<file path="src/rtl/golden_nonce_collector.sv">
// Golden nonce collector: delays issued nonces to line up with the hash validator's
// success flag, queues winning nonces in a small FWFT FIFO and counts checked hashes.
module golden_nonce_collector #(
   parameter int unsigned LATENCY = 66,
   parameter int unsigned DEPTH   = 4
) (
   input  logic        clk,
   input  logic        rst,
   input  logic        job_start,
   input  logic        nonce_valid,
   input  logic [31:0] nonce,
   input  logic        success,
   output logic        out_valid,
   input  logic        out_ready,
   output logic [31:0] out_nonce,
   output logic [31:0] hash_count,
   output logic        overflow
);

   localparam int unsigned AW = $clog2(DEPTH);
   localparam int unsigned CW = AW + 1;

   logic [LATENCY-1:0] dl_valid;
   logic [31:0]        dl_nonce [LATENCY];
   logic [31:0]        mem [DEPTH];
   logic [AW-1:0]      rd_ptr;
   logic [AW-1:0]      wr_ptr;
   logic [CW-1:0]      count;

   logic               tag_valid;
   logic [31:0]        tag_nonce;
   logic               candidate;
   logic               full;
   logic               pop;
   logic               push;
   logic               drop;
   logic [CW-1:0]      count_next;

   // Tag leaving the delay line pairs with this cycle's success flag
   always_comb begin
      tag_valid  = dl_valid[LATENCY-1];
      tag_nonce  = dl_nonce[LATENCY-1];
      candidate  = tag_valid & success;
      full       = (count == CW'(DEPTH));
      pop        = out_valid & out_ready;
      push       = candidate & (~full | pop);
      drop       = candidate & full & ~pop;
      count_next = count + CW'(push) - CW'(pop);
   end

   // Valid bits clear on job_start; stage 0 always takes this cycle's input
   always_ff @(posedge clk or posedge rst) begin
      if (rst) begin
         dl_valid <= '0;
      end else begin
         dl_valid[0] <= nonce_valid;
         for (int i = 1; i < int'(LATENCY); i++) begin
            dl_valid[i] <= job_start ? 1'b0 : dl_valid[i-1];
         end
      end
   end

   always_ff @(posedge clk) begin
      dl_nonce[0] <= nonce;
      for (int i = 1; i < int'(LATENCY); i++) begin
         dl_nonce[i] <= dl_nonce[i-1];
      end
   end

   // Result FIFO, hit counter and sticky overflow; job_start wins over everything
   always_ff @(posedge clk or posedge rst) begin
      if (rst) begin
         for (int i = 0; i < int'(DEPTH); i++) begin
            mem[i] <= '0;
         end
         rd_ptr     <= '0;
         wr_ptr     <= '0;
         count      <= '0;
         out_valid  <= 1'b0;
         hash_count <= '0;
         overflow   <= 1'b0;
      end else if (job_start) begin
         rd_ptr     <= '0;
         wr_ptr     <= '0;
         count      <= '0;
         out_valid  <= 1'b0;
         hash_count <= '0;
         overflow   <= 1'b0;
      end else begin
         if (push) begin
            mem[wr_ptr] <= tag_nonce;
            wr_ptr      <= wr_ptr + AW'(1);
         end
         if (pop) begin
            rd_ptr <= rd_ptr + AW'(1);
         end
         count     <= count_next;
         out_valid <= (count_next != '0);
         if (tag_valid && (hash_count != 32'hFFFF_FFFF)) begin
            hash_count <= hash_count + 32'd1;
         end
         if (drop) begin
            overflow <= 1'b1;
         end
      end
   end

   // Head entry read straight from storage for fall-through
   assign out_nonce = mem[rd_ptr];

endmodule

</file>
<file path="config.mk">
export PLATFORM = sky130hd
export DESIGN_NAME = golden_nonce_collector
export DESIGN_NICKNAME = d
export VERILOG_FILES = /design/src/rtl/golden_nonce_collector.sv
export SDC_FILE = /design/constraint.sdc
export NUM_CORES = 1
export LEC_CHECK = 0
export ABC_AREA = 1
export CAP_MARGIN = 30
export CORE_ASPECT_RATIO = 2
export CORE_UTILIZATION = 35
export CTS_CLUSTER_SIZE = 10
export DETAILED_ROUTE_END_ITERATION = 7
export PLACE_DENSITY = 0.5
export SLEW_MARGIN = 10
export SYNTH_ARGS = -nofsm -noshare
export SYNTH_HDL_FRONTEND = slang
export SYNTH_SLANG_ARGS = --single-unit
</file>
<file path="constraint.sdc">
create_clock -name clk -period 7.4 [get_ports clk]
set_input_delay 1.48 -clock clk [delete_from_list [all_inputs] [get_ports clk]]
set_output_delay 1.48 -clock clk [all_outputs]
set_load 0.02 [all_outputs]
</file>
==> summary.md <==
| Metric | Value |
|---|---|
| Status | `complete, no violations` |
| CTS root buffer | `clkbuf_16` |
| CP Class | `reg -> out` |
| Pleak | `27.1 nW` |
| IO Port Bufs | `103` |
| Overall Global Routing Usage | `10.4%` |
| Setup crit start kind | `register` |
| Synth area leader | `dfxtp_1` |
| Critical path endpoint category | `primary output` |
| Fmax | `216 MHz` |
| Die area | `153000 µm²` |
| Layout net count | `3821` |
| Comb power frac | `1.7%` |
| Worst skew pair latency | `760 ps` |
| PwrDens | `393 nW/µm²` |
| Vert. Die Dim | `553 µm` |
| Post-Synth Adder-Cell Area | `0.203%` |
| # rows | `201` |
| Area after DPL | `56300 µm²` |
| Layout cells sized above 1 | `8.90%` |
| Switching share of power | `19.5%` |
| Final Cycle Share | `62.4%` |
| Inst Count DP | `5424` |
| Internal | `0.0201 W` |
| Largest family of logic cells by synthesized area | `simple AND/OR/NAND/NOR gates` |
| Post-synth top area share | `79.7%` |
| Pre-CTS setup slack | `3100 ps` |
| Fin crit period | `4620 ps` |
| Core area | `150000 µm²` |
| Grt ovf | `0` |
| Clk pwr share | `45.4%` |
| Worst Path Arrival | `3140 ps` |
| Wirelength per Cell | `13.4 µm` |
| Number of fill cells in the layout | `13482` |
| Initial antenna violation count | `1` |
| Final hold vios | `0` |
| Max Clock Skew | `31.8 ps` |
| Vias in the first global route | `24362` |
| Commonest non-fill, non-tap cell in the layout | `dfxtp_1` |
| Total Wirelength | `77200 µm` |
| First-pass GRT wire length | `128000 µm` |
| PostCTS Resize Cnt | `0` |
| Final Max Tran Viols | `0` |
| DRC viols | `0` |
| Count of cell types in the netlist | `33` |
| Max cap viols | `0` |
| PnR worst setup slack | `2780 ps` |
| Syn_nets | `3493` |
| Mux contribution to synthesized area | `0%` |
| Max VDD drop | `210 µV` |
| CTS tree | `yes` |
| XOR/XNOR share of the synthesized area | `0.182%` |
| Worst-path clk slew | `50 ps` |
| Synthesis Warnings | `0` |
| Critical Path RT | `5920 ps` |
| Mapped Area | `53100 µm²` |
| Post-route insts no fill | `5770` |
| Gate Count Post-Synth | `3447` |
| Synth Area in Compound Gates | `2.65%` |
| Initial Utilization | `35.4%` |
| HPWL Detailed | `41100 µm` |
| Synth area leaders | `dfxtp_1, dfrtp_1, nand2_1` |
| DRT iter0 DRCs | `1013` |
| Setup TNS | `0 ps` |
| Worst-Margin Slew | `1060 ps` |
| GP Congestion | `0.749` |
| Most frequent cells in the layout | `dfxtp_1, nand2_1, clkbuf_16, dfrtp_1, o21ai_0` |
| Ports | `104` |
| RSZ-0062 raised after global routing | `no` |
| # clock sinks | `2347` |
| Ys async rst share | `10.0%` |
| Post-route cell area | `63700 µm²` |
| Die Width | `277 µm` |
| DR vias/cell | `4.02` |
| Simple-gate share of the synthesized area | `4.61%` |
| Pin count of the biggest net entering global routing | `156` |
| Reg power frac | `53.0%` |
| Worst Path Max Fanout | `48` |
| Max-slew headroom | `29.0%` |
| CTS buffer count | `277` |
| Post-synthesis sequential area ratio | `90.7%` |
| NetSw | `0.00489 W` |
| Top FF cell, synth | `dfxtp_1` |
| Final ANT Viol Nets | `0` |
| H-tree depth | `5` |
| Synthesis-stage register bit count | `2347` |
| Worst hold-check path type | `reg -> reg` |
| Mapped Avg Cell Area | `15.4 µm²` |
| Post-synth EDFFs | `0` |
| Number of buffers added for setup after CTS | `0` |
| Iteration count of the initial detailed-routing pass | `6` |
| Number of endpoints failing setup at the final stage | `0` |
| Final core utilization | `42.4%` |
| Hold_buf cts | `0` |
| Area Growth Syn to Fin | `20.0%` |
| Routed via count | `23197` |
| CTS max path bufs | `4` |
[state kept, by name, indices dropped and copies added, names as in the netlist]
name,flops
dl_valid,66
overflow,1
wr_ptr,2
mem,128
rd_ptr,2
dl_nonce,2112
out_valid,1
hash_count,32
count,3
[path summary, 6_finish.rpt]
kind / start / to / slack [ps] / cells after the start
max: rd_ptr[0]$_DFFE_PP0P_ / out_nonce[7] / 2780 / 5
min: dl_nonce[32][11]$_DFF_P_ / dl_nonce[33][11]$_DFF_P_ / 300 / 0
max reg2reg: hash_count[1]$_DFFE_PP0P_ / hash_count[9]$_DFFE_PP0P_ / 4910 / 10
min reg2reg: dl_nonce[32][11]$_DFF_P_ / dl_nonce[33][11]$_DFF_P_ / 300 / 0
max in group asynchronous: rst / dl_valid[31]$_DFF_PP0_ / 4730 / 3
min in group asynchronous: rst / mem[93]$_DFFE_PP0P_ / 1190 / 2
[per-stage QoR]
step	power, W	hold slack (ps)
after floorplan	0.0137	310
after global placement	0.0139	310
after detailed placement	0.0139	312
after CTS	0.0256	295
after global routing	0.0261	303
final	0.0250	295
[cells in the mapped netlist (3+ instances only)]
cell and count:
ha_1 7, o22ai_1 18, inv_1 120, clkinv_1 3, nand2_2 3, a21oi_1 17
nand3_1 51, o21bai_1 5, buf_4 5, nand4_1 4, xor2_1 9, buf_6 9
clkbuf_1 42, nand2_1 362, o21ai_0 204, nor3_1 3, nor2_1 174, buf_2 16
o21ai_1 29, nor2_2 6, dfxtp_1 2112, dfrtp_1 235
[power by group through the flow]
stage          Combinational (W)  Clock (W)  Sequential, W
6_report                0.000416     0.0113         0.0133
5_1_grt                 0.000455     0.0124         0.0133
4_1_cts                 0.000429     0.0119         0.0133
3_5_place_dp            0.000429          0         0.0135
3_3_place_gp            0.000427          0         0.0135
2_1_floorplan           0.000224          0         0.0135
[worst max-delay path, stage by stage, from the launching register on]
cell             delay (ps)
dfrtp_1                 390
clkinv_2                350
buf_4                   490
o21ai_0                 130
o21ai_0                 290
clkdlybuf4s50_1         690
[cell families (layout without fill, tap and decap cells)]
group	count (synthesis)	count (layout)
AND/OR/NAND/NOR	609	609
other	0	1
adder cells (fa/ha/maj)	8	8
XOR/XNOR	11	11
flip-flops	2347	2347
buffers and inverters	198	592
AO/OA/AOI/OAI	274	274
[layer usage]
metal,up-vias,GRT usage [%],wire (µm)
li1,11305,-,-
met1,11171,11.3,31400
met2,497,18.3,38800
met3,224,2.50,3660
met4,0,6.18,3330
met5,-,0,0
[final cells by class]
class / instances / area (µm²) / share of cell area (%)
well taps: 1928 / 2410 / 3.79
repair buffers: 122 / 1180 / 1.85
inverters: 125 / 479 / 0.752
flip-flops and latches: 2347 / 48200 / 75.6
multi-input cells: 902 / 4060 / 6.37
clock inverters: 16 / 180 / 0.283
clock buffers: 329 / 7240 / 11.4
diodes: 1 / 2.50 / 0.00393
(Power assumes the default switching activity.)
